File: src/rtl/ga_pkg.sv
// Shared constants and elaboration helpers for the gate-array clock sequencer.
package ga_pkg;

  localparam int GA_PHASES  = 16;
  localparam int GA_PHASE_W = 4;

  // Modulo-16 distance from the window start, so a window may straddle 15->0.
  function automatic logic inwin(input logic [GA_PHASE_W-1:0] x,
                                 input logic [GA_PHASE_W-1:0] start,
                                 input logic [GA_PHASE_W:0]   len);
    logic [GA_PHASE_W-1:0] off;
    off = x - start;
    return ({1'b0, off} < len);
  endfunction

  function automatic bit ga_params_ok(input int clk_div, input int phi_div,
                                      input int ready_start, input int ready_len);
    bit ok;
    ok = (clk_div >= 2);
    ok = ok && ((phi_div == 2) || (phi_div == 4) || (phi_div == 8) || (phi_div == 16));
    ok = ok && (ready_start >= 0) && (ready_start < GA_PHASES);
    ok = ok && (ready_len >= 1) && (ready_len <= GA_PHASES);
    return ok;
  endfunction

endpackage

File: src/rtl/ga_tick_div.sv
// System-clock divider producing the 16 MHz tick enable and its square wave.
module ga_tick_div #(
  parameter int CLK_DIV = 4
) (
  input  logic clk_i,
  input  logic rst_ni,
  input  logic pause_i,
  output logic cen_16_o,
  output logic clk_16_o
);

  localparam int DIV_W = (CLK_DIV > 2) ? $clog2(CLK_DIV) : 1;
  localparam logic [DIV_W-1:0] DIV_LAST = DIV_W'(CLK_DIV - 1);
  localparam logic [DIV_W-1:0] DIV_HALF = DIV_W'(CLK_DIV / 2);

  logic [DIV_W-1:0] div_q, div_d;
  logic             cen_q, cen_d;

  // The divider keeps running through pause so ticks resume on the grid.
  always_comb begin
    div_d = (div_q == DIV_LAST) ? '0 : div_q + 1'b1;
    cen_d = (div_q == '0) & ~pause_i;
  end

  always_ff @(posedge clk_i or negedge rst_ni) begin
    if (!rst_ni) begin
      div_q <= '0;
      cen_q <= 1'b0;
    end else begin
      div_q <= div_d;
      cen_q <= cen_d;
    end
  end

  assign cen_16_o = cen_q;
  assign clk_16_o = (div_q >= DIV_HALF);

endmodule

File: src/rtl/ga_clkgen.sv
// Gate-array master clock sequencer: 16-phase sequence, PHI/CCLK enables and
// the Z80 READY wait-state generator.
module ga_clkgen
  import ga_pkg::*;
#(
  parameter int CLK_DIV     = 4,
  parameter int PHI_DIV     = 4,
  parameter int READY_START = 12,
  parameter int READY_LEN   = 4
) (
  input  logic                  clk,
  input  logic                  RESET_N,
  input  logic                  pause,
  input  logic                  turbo,
  input  logic                  MREQ_N,
  input  logic                  IORQ_N,
  output logic                  cen_16,
  output logic                  clk_16,
  output logic [GA_PHASE_W-1:0] phase,
  output logic                  PHI_N,
  output logic                  PHI_EN_P,
  output logic                  PHI_EN_N,
  output logic                  CCLK,
  output logic                  CCLK_EN_P,
  output logic                  CCLK_EN_N,
  output logic                  READY
);

  if (!ga_params_ok(CLK_DIV, PHI_DIV, READY_START, READY_LEN)) begin : g_bad_params
    $error("ga_clkgen: illegal parameter set");
  end

  // PHI_DIV is a power of two, so the modulo reduces to a mask.
  localparam logic [GA_PHASE_W-1:0] PHI_MASK  = GA_PHASE_W'(PHI_DIV - 1);
  localparam logic [GA_PHASE_W-1:0] PHI_HALF  = GA_PHASE_W'(PHI_DIV / 2);
  localparam logic [GA_PHASE_W-1:0] PHI_RISE  = GA_PHASE_W'(PHI_DIV / 2 - 1);
  localparam logic [GA_PHASE_W-1:0] WIN_START = GA_PHASE_W'(READY_START);
  localparam logic [GA_PHASE_W:0]   WIN_LEN   = (GA_PHASE_W+1)'(READY_LEN);

  logic                  tick;
  logic [GA_PHASE_W-1:0] phase_q, phase_d;
  logic                  ready_q, ready_d;
  logic                  req;
  logic [GA_PHASE_W-1:0] phi_p;

  ga_tick_div #(
    .CLK_DIV (CLK_DIV)
  ) u_tick_div (
    .clk_i    (clk),
    .rst_ni   (RESET_N),
    .pause_i  (pause),
    .cen_16_o (tick),
    .clk_16_o (clk_16)
  );

  assign req = ~MREQ_N | ~IORQ_N;

  // READY is judged against the phase being entered, so a wait decision
  // lines up with the slot the CPU will actually see.
  always_comb begin
    phase_d = phase_q;
    ready_d = ready_q;
    if (tick) begin
      phase_d = phase_q + 1'b1;
      ready_d = ~req | inwin(phase_d, WIN_START, WIN_LEN);
    end
  end

  always_ff @(posedge clk or negedge RESET_N) begin
    if (!RESET_N) begin
      phase_q <= '0;
      ready_q <= 1'b1;
    end else begin
      phase_q <= phase_d;
      ready_q <= ready_d;
    end
  end

  assign phi_p     = phase_q & PHI_MASK;
  assign cen_16    = tick;
  assign phase     = phase_q;
  assign PHI_N     = (phi_p < PHI_HALF);
  assign PHI_EN_P  = tick & (phi_p == PHI_RISE);
  assign PHI_EN_N  = tick & (phi_p == PHI_MASK);
  assign CCLK      = ~phase_q[GA_PHASE_W-1];
  assign CCLK_EN_N = tick & (phase_q == 4'd7);
  assign CCLK_EN_P = tick & (phase_q == 4'd15);
  assign READY     = ready_q | turbo;

endmodule

File: config.mk
export PLATFORM = sky130hd
export DESIGN_NAME = ga_clkgen
export DESIGN_NICKNAME = d
export VERILOG_FILES = /design/src/rtl/ga_pkg.sv /design/src/rtl/ga_tick_div.sv /design/src/rtl/ga_clkgen.sv
export SDC_FILE = /design/constraint.sdc
export NUM_CORES = 1
export LEC_CHECK = 0
export CAP_MARGIN = 20
export CELL_PAD_IN_SITES_DETAIL_PLACEMENT = 1
export CELL_PAD_IN_SITES_GLOBAL_PLACEMENT = 2
export CORE_MARGIN = 1.5
export CORE_UTILIZATION = 22
export CTS_BUF_LIST = sky130_fd_sc_hd__clkbuf_8
export DETAILED_ROUTE_END_ITERATION = 16
export PLACE_DENSITY = 0.73
export REMOVE_ABC_BUFFERS = 1
export SLEW_MARGIN = 0
export SYNTH_ARGS = -nofsm -noshare
export SYNTH_HDL_FRONTEND = slang
export SYNTH_SLANG_ARGS = --single-unit
File: constraint.sdc
create_clock -name clk -period 1.1 [get_ports clk]
set_input_delay 0.22 -clock clk [delete_from_list [all_inputs] [get_ports clk]]
set_output_delay 0.22 -clock clk [all_outputs]
set_load 0.01 [all_outputs]
== After elaboration in Yosys (flattened, before gate mapping) ==
Index checks and enable logic that the tools add are counted.

* Register bits: 8
* Bits of input ports: 6
* Output and inout port bits: 13
* Logic and storage cells: 30

* $add $sub $neg: 3
* Order comparisons: 3
* Equal/unequal tests: 5
* Multiplexer cells: 1
* Bitwise logic cells: 13
* Reduce and logical (&&, ||, !) cells: 1

{| class="wikitable"
|+ Operators with widths
! operator !! count
|-
| 1-bit AND || 5
|-
| 1-bit NOT || 5
|-
| 4-bit by 1-bit adder with 4-bit output (second input constant) || 1
|-
| 2-bit equality test (second input constant) || 2
|-
| 4-bit by 3-bit equality test with 1-bit output (second input constant) || 1
|-
| 4-bit equality test (second input constant) || 1
|-
| 4-bit by 3-bit less-than comparator with 1-bit output (second input constant) || 1
|-
| 4-bit subtractor (second input constant) || 1
|-
| 1-bit bitwise OR || 3
|-
| 2-bit by 1-bit adder with 2-bit output (second input constant) || 1
|-
| 2-bit by 1-bit equality test with 1-bit output (second input constant) || 1
|-
| 2-bit greater-or-equal comparator (second input constant) || 1
|-
| 2-bit logical NOT || 1
|-
| 2-bit less-than comparator (second input constant) || 1
|-
| 2-bit 2-to-1 mux || 1
|}

== Logic depth before layout (Yosys ltp) ==
Gate-level depths: netlist of run 1.

* Depth after elaboration: 4
* Mapped depth: 4
* Depth with buffers taken out: 4

== Modules after synthesis ==
Synthesis of run 1 repeated with hierarchy kept, for this count alone.

* Cell total of the unflattened synthesis: 41
* Area total of the unflattened synthesis: 419.2 um2

{| class="wikitable"
|+ By module, submodules not included
! module !! instances !! cells each !! area each (um2) !! sequential area each (um2)
|-
| ga_clkgen || 1 || 30 || 282.8 || 126.4
|-
| ga_tick_div || 1 || 11 || 136.4 || 75.1
|}

== Least setup slack after synthesis of run 1 ==
No wires, ideal clock.

* Kind: register -> output
* Start point: register phase_q[0], in the netlist phase[0]
* End point: output port CCLK_EN_N
* Data arrival time: 1.088 ns
* Data required time: 0.880 ns
* Setup slack: -0.208 ns
* Cell stages (with the launch flop): 5
* Path buffers: 0
* Cell sequence: dfrtp_1 > ha_1 > and2_4 > nand2_1 > nor2_1

* Longest elaborated chain between the ends: 2

{| class="wikitable"
|+ RTL lines
! what !! line !! RTL
|-
| from (decl) || ga_clkgen.sv:41 || <nowiki>logic [GA_PHASE_W-1:0] phase_q, phase_d;</nowiki>
|-
| from (signal assigned) || ga_clkgen.sv:74 || <nowiki>phase_q <= phase_d;</nowiki>
|-
| 4-bit by 3-bit equality test with 1-bit output || ga_clkgen.sv:86 || <nowiki>assign CCLK_EN_N = tick & (phase_q == 4'd7);</nowiki>
|-
| 1-bit AND || ga_clkgen.sv:86 ||
|-
| to (decl) || ga_clkgen.sv:25 || <nowiki>output logic CCLK_EN_N,</nowiki>
|}

No other way between the ends.

== Final worst setup path of run 1 ==
* Start point: register phase_q[0], in the netlist phase[0]
* End point: output port PHI_EN_N

* Longest elaborated chain between the ends: 2

{| class="wikitable"
|+ RTL lines
! what !! line !! RTL
|-
| 2-bit equality test || ga_clkgen.sv:84 || <nowiki>assign PHI_EN_N = tick & (phi_p == PHI_MASK);</nowiki>
|-
| 1-bit AND || ga_clkgen.sv:84 ||
|-
| to (decl) || ga_clkgen.sv:22 || <nowiki>output logic PHI_EN_N,</nowiki>
|}

No other way between the ends.

==> flow_metrics.env, run 1 <==
export IMPL_grt_setup_unrepaired="yes"
export IMPL_avgSynthCellArea_um2=10.77
export IMPL_critical_path_required_ns=0.88
export IMPL_max_slew_margin=0.8250
export IMPL_ys_warn_count=0
export IMPL_vdd_ir_drop_worst_mv=1.122
export IMPL_numClockSinks=8
export IMPL_power_density_mw_per_mm2=2358
export IMPL_post_dp_cell_area_um2=779.5
export IMPL_dp_worst_slack_ns=-0.4982
export IMPL_tightestPinTransition_ns=0.2621
export IMPL_timing_fmax_mhz=697.6
export IMPL_synthesis_area_um2=441.7
export IMPL_post_drt_via_cell_ratio=4.009
export IMPL_period_minus_slack_ns=1.434
export IMPL_coreArea_mm2=0.001922
export IMPL_globalRouteTotalUtil=0.1379
export IMPL_cp_max_fo=2
export IMPL_worst_setup_path_start_kind="register"
export IMPL_clkLatencyLatePin_ns=0.23
export IMPL_detail_route_wirelength_um=1325
export IMPL_postSynthCellCount=41
export IMPL_synth_distinct_cells=20
export IMPL_rr_endpoint="ready_q$_DFFE_PN1P_"
export IMPL_clkSlewWorstSetupHoldPaths_ns=0.04
export IMPL_status="finished with violations"
export IMPL_end_kind="primary output"
export IMPL_ctsHtreeMaxLevel=1
export IMPL_seq_area_frac_synth=0.4561
export IMPL_initial_utilization=0.2298
export IMPL_drt_pass1_iterations=2
export IMPL_worst_reg_to_reg_path_cell_count=6
export IMPL_timing_critical_path_cells="ha_2 > and2_4 > buf_4 > buf_6"
export IMPL_numPortBuffers=18
export IMPL_cp_num_cells=4
export IMPL_layout_core_utilization=0.5124
export IMPL_post_route_drc_count=0
export IMPL_dp_hpwl_um=958.7
export IMPL_final_common_cell="sky130_fd_sc_hd__buf_6"
export IMPL_path_delay_family="flip-flops"
export IMPL_antenna_violating_nets_left=0
export IMPL_detail_route_wl_per_cell_um=11.62
export IMPL_area_growth_pct=122.9
export IMPL_std_cell_rows=16
export IMPL_clock_root_buffer="sky130_fd_sc_hd__clkbuf_8"
export IMPL_drive_above_1_share=0.6782
export IMPL_fp_dieH_um=47.81
export IMPL_global_route_overflow_total=0
export IMPL_p_leak_uw=0.0004953
export IMPL_layout_common_cells="sky130_fd_sc_hd__buf_6 (19), sky130_fd_sc_hd__buf_4 (14), sky130_fd_sc_hd__dfrtp_1 (7), sky130_fd_sc_hd__clkdlybuf4s50_1 (4), sky130_fd_sc_hd__buf_2 (4)"
export IMPL_grt_start_max_net_pins=6
export IMPL_number_of_antenna_violations_at_the_first_check_in_global_routing=0
export IMPL_num_vias=457
export IMPL_antenna_cells_inserted=0
export IMPL_finalHoldWorstSlack_ns=0.1943
export IMPL_r2r_start="phase[0]$_DFFE_PN0P_"
export IMPL_grt_pass1_vias=472
export IMPL_r2r_setup_slack_ns=-0.23
export IMPL_drt_initial_drc_count=2
export IMPL_max_slew_vio_count=0
export IMPL_final_design_area_no_fill_um2=984.7
export IMPL_worstPathBufferInverterCount=2
export IMPL_setup_viol_count_final=14
export IMPL_critPathSlowestCell="sky130_fd_sc_hd__dfrtp_1"
export IMPL_dieArea_mm2=0.002285
export IMPL_path_class="register to primary output"
export IMPL_first_pass_grt_wire_length_um=2111
export IMPL_cts_buffers_inserted=3
export IMPL_fin_skew_ns=0.003865
export IMPL_max_cap_viol_count=0
export IMPL_cts_tree="built"
export IMPL_min_path_type="input port to asynchronous set/reset pin"
export IMPL_violations_in_the_final_reports="setup timing"
export IMPL_chipWidth_um=47.81
export IMPL_layout_nets=99
export IMPL_critical_path_arrival_ns=1.21
export IMPL_timing_final_hold_violations=0
export IMPL_setup_total_negative_slack_ns=-2.481
export IMPL_setup_slack_ns=-0.3336
export IMPL_gp_congestion=0.6465
export IMPL_synth_seq_cells=8
export IMPL_layout_worst_path_cycle_share=1.303
export IMPL_ctsLongestPathBuffers=2
export IMPL_cp_slowest_stage_delay_ns=0.39
export IMPL_io_pins=19
layer usage:
layer / up-vias / track usage / part of all wire
li1: 221 / - / -
met3: 2 / 0.04906 / 0.046
met5: - / 0 / 0
met1: 220 / 0.1594 / 0.41
met4: 0 / 0.04324 / 0.011
met2: 14 / 0.2373 / 0.53
report_power, final:
part           leakage, µW  internal [µW]  total (µW)  switching [µW]
registers        0.0000930            403         483            80.1
logic             0.000375            894        1490             592
clock network    0.0000269            241         353             111
total             0.000495           1540        2320             784
how the worst max path moves through the flow:
stage | startpoint | to
2_1_floorplan | phase[0]$_DFFE_PN0P_ | CCLK_EN_N
3_3_place_gp | turbo | READY
3_5_place_dp | turbo | READY
4_1_cts | phase[0]$_DFFE_PN0P_ | CCLK_EN_P
5_1_grt | phase[0]$_DFFE_PN0P_ | CCLK_EN_P
6_report | phase[0]$_DFFE_PN0P_ | PHI_EN_N
per-stage QoR:
step	total power, µW	cells
floorplan	876.0	40
global placement	1534	103
detailed placement	1573	103
CTS	2100	114
global route	2509	114
finish	2322	114
synthesized netlist by cell type (all sizes together):
cell type / n / area (µm²)
a21oi: 2 / 13.76
and2: 2 / 15.02
and4b: 1 / 10.01
buf: 1 / 11.26
clkinv: 1 / 5.000
dfrtp: 7 / 175.2
dfstp: 1 / 26.28
ha: 5 / 62.56
inv: 4 / 15.01
nand2: 3 / 11.26
nand3: 1 / 5.000
nand4: 1 / 6.260
nor2: 4 / 15.01
nor2b: 1 / 6.260
o311ai: 1 / 16.27
or2: 2 / 12.51
xnor2: 2 / 17.52
xor2: 2 / 17.52
cell type report:
cell class | count | area, µm²
Inverter | 5 | 22.52
Clock buffer | 3 | 41.29
Timing Repair Buffer | 43 | 400.4
Fill cell | 224 | 937.1
Multi-Input combinational cell | 27 | 281.5
Clock inverter | 1 | 3.754
Tap cell | 27 | 33.78
Sequential cell | 8 | 201.4
registers in the layout (all words and copies together), names as in the netlist:
| register | count |
|---|---|
| phase | 4 |
| u_tick_div.div_q | 2 |
| ready_q | 1 |
| u_tick_div.cen_16_o | 1 |
cell families after synthesis:
| family | count (synthesis) | share of synthesized area |
|---|---|---|
| fa+ha+maj | 5 | 0.1416 |
| xor+xnor | 4 | 0.07933 |
| compound gates | 3 | 0.06799 |
| buf+inv | 6 | 0.07080 |
| flops | 8 | 0.4561 |
| simple gates | 15 | 0.1841 |
timing repair:
action / CTS / global route
setup endpoints to repair: 15 / 18
setup buffers: 8 / 5
hold buffers: 0 / 0
pin swaps: 9 / 7
endpoints found under the hold margin: 0 / 0
gates resized for setup: 76 / 17
Note: power is estimated with default switching activity, not from simulation.
==> inputs of run 2 (changes only) <==
CORE_MARGIN = 4   (was 1.5)
REMOVE_ABC_BUFFERS = not set   (was 1)
==> run 2 against run 1 <==
The run still ends with setup timing left. Die area grew 22%. Global-route usage decreased by 3.1 points. Clock skew grew 0.0020 ns. Routed wire length fell by 1.5%. Clock power up 4%. Total power rose by 5.0%. Hold slack better by 0.091 ns. Clock-buffer cell count stayed put. Register-to-register slack is essentially flat. Largest power group unchanged. Highest routed layer unchanged.
==> flow_metrics.env, run 2 (synthesis gave the netlist of run 1 again) <==
export IMPL_status="finished with violations"
export IMPL_violations_in_the_final_reports="setup timing"
export IMPL_path_class="register to primary output"
export IMPL_numClockSinks=8
export IMPL_number_of_antenna_violations_at_the_first_check_in_global_routing=0
export IMPL_fill_cells=200
export IMPL_fin_skew_ns=0.005903
export IMPL_p_leak_uw=0.0004794
export IMPL_vdd_ir_drop_worst_mv=1.332
export IMPL_ctsHtreeMaxLevel=1
export IMPL_num_vias=449
export IMPL_coreArea_mm2=0.001821
export IMPL_tightestPinTransition_ns=0.4071
export IMPL_antenna_cells_inserted=0
export IMPL_timing_critical_path_cells="ha_4 > and2_4 > buf_6 > buf_6"
export IMPL_max_slew_vio_count=0
export IMPL_initial_utilization=0.2426
export IMPL_worstPathBufferInverterCount=2
export IMPL_std_cell_rows=15
export IMPL_critical_path_arrival_ns=1.21
export IMPL_global_route_overflow_total=0
export IMPL_timing_final_hold_violations=0
export IMPL_fp_dieH_um=52.81
export IMPL_post_route_drc_count=0
export IMPL_layout_worst_path_cycle_share=1.299
export IMPL_clkLatencyLatePin_ns=0.23
export IMPL_layout_common_cells="sky130_fd_sc_hd__buf_6 (22), sky130_fd_sc_hd__buf_4 (14), sky130_fd_sc_hd__clkdlybuf4s50_1 (4), sky130_fd_sc_hd__dfrtp_1 (4)"
export IMPL_worst_setup_path_start_kind="register"
export IMPL_drt_initial_drc_count=4
export IMPL_cp_common_cell="sky130_fd_sc_hd__buf_6"
export IMPL_hold_buffers=0
export IMPL_final_common_cell="sky130_fd_sc_hd__buf_6"
export IMPL_cts_tree="built"
export IMPL_power_density_mw_per_mm2=2409
export IMPL_setup_total_negative_slack_ns=-2.371
export IMPL_max_slew_margin=0.7278
export IMPL_clkSlewWorstSetupHoldPaths_ns=0.05
export IMPL_drt_pass1_iterations=3
export IMPL_io_pins=19
export IMPL_cts_buffers_inserted=3
export IMPL_mappedNetlistNets=52
export IMPL_post_dp_cell_area_um2=793.3
export IMPL_path_delay_family="flip-flops"
export IMPL_post_drt_via_cell_ratio=4.009
export IMPL_globalRouteTotalUtil=0.1072
export IMPL_first_pass_grt_wire_length_um=2111
export IMPL_detail_route_wirelength_um=1305
export IMPL_detail_route_wl_per_cell_um=11.65
export IMPL_dieArea_mm2=0.002788
export IMPL_chipWidth_um=52.81
export IMPL_ctsLongestPathBuffers=2
export IMPL_critical_path_required_ns=0.88
export IMPL_grt_pass1_vias=486
export IMPL_numPortBuffers=18
export IMPL_setup_viol_count_final=13
export IMPL_grt_setup_unrepaired="yes"
export IMPL_grt_start_max_net_pins=11
export IMPL_drive_above_1_share=0.7126
export IMPL_dp_worst_slack_ns=-0.5224
export IMPL_area_growth_pct=129.2
export IMPL_clock_root_buffer="sky130_fd_sc_hd__clkbuf_8"
export IMPL_finalHoldWorstSlack_ns=0.2856
export IMPL_largest_reg_flops=4
export IMPL_dp_hpwl_um=888.7
export IMPL_crit_start="phase[0]$_DFFE_PN0P_"
export IMPL_setup_slack_ns=-0.3285
export IMPL_layout_nets=99
export IMPL_r2r_start="phase[0]$_DFFE_PN0P_"
export IMPL_timing_fmax_mhz=700.0
export IMPL_period_minus_slack_ns=1.428
export IMPL_cp_slowest_stage_delay_ns=0.43
export IMPL_critPathSlowestCell="sky130_fd_sc_hd__dfrtp_2"
export IMPL_cp_max_fo=3
export IMPL_gp_congestion=0.7241
export IMPL_end_kind="primary output"
export IMPL_min_path_type="input port to asynchronous set/reset pin"
export IMPL_antenna_violating_nets_left=0
export IMPL_final_design_area_no_fill_mm2=0.001012
export IMPL_max_cap_viol_count=0
run 2: cell count changes in the layout (fill, tap and decap cells not counted), sizes merged:
cell	change
buf	-1
clkdlybuf4s15	+1
clkbuf	+1
dlymetal6s2s	-1
run 2: worst paths after layout:
path	end	slack, ns	depth (start not counted)
setup / recovery	PHI_EN_N	-0.33	4
hold / removal	u_tick_div.div_q[1]$_DFF_PN0_	0.29	1
setup reg to reg	ready_q$_DFFE_PN1P_	-0.22	6
hold reg to reg	phase[1]$_DFFE_PN0P_	0.62	2
max in group asynchronous	ready_q$_DFFE_PN1P_	0.49	1
min in group clk	u_tick_div.cen_16_o$_DFF_PN0_	0.59	2
run 2: layout make-up:
cell class,count,area (µm²),area share
clock buffer,3,41.29,0.04079
clock inverter,1,3.754,0.003708
inverter,5,26.28,0.02596
multi-input combinational,27,286.5,0.2831
sequential,8,205.2,0.2027
tap,25,31.28,0.03090
timing repair buffer,43,417.9,0.4129
run 2: per-layer routing:
layer	GRT usage	routed length, µm
met1	0.1348	554
met5	0	0
met3	0.03419	84
met4	0.05106	17
met2	0.1632	648
run 2: per-stage QoR:
stage	std cells	utilization	power (µW)
floorplan	41	-	977.0
global placement	98	0.4357	1636
detailed placement	98	0.4357	1657
CTS	110	0.5361	2327
global route	112	0.5560	2610
finish	112	0.5560	2438
run 2: report_power, final:
part / internal [µW] / switching, µW / total, µW
combinational: 973 / 590 / 1560
sequential: 413 / 94.0 / 507
clock: 243 / 125 / 368
run 2: worst register-to-register path: cells and delay by family (launching register included):
kind                       cells  cell delay [ns]
AOI/OAI and AO/OA              2             0.22
buffers and inverters          2             0.24
DFF                            1             0.43
adders and majority gates      1             0.17
and+or+nand+nor                1             0.17
run 2: timing repair:
| action | CTS | global route |
|---|---|---|
| hold endpoints to repair | 0 | 0 |
| pin swaps | 9 | 4 |
| buffers inserted | 9 | 5 |
| resized for setup | 80 | 9 |
| endpoints found under the setup margin | 15 | 16 |
| gates cloned | 0 | 0 |
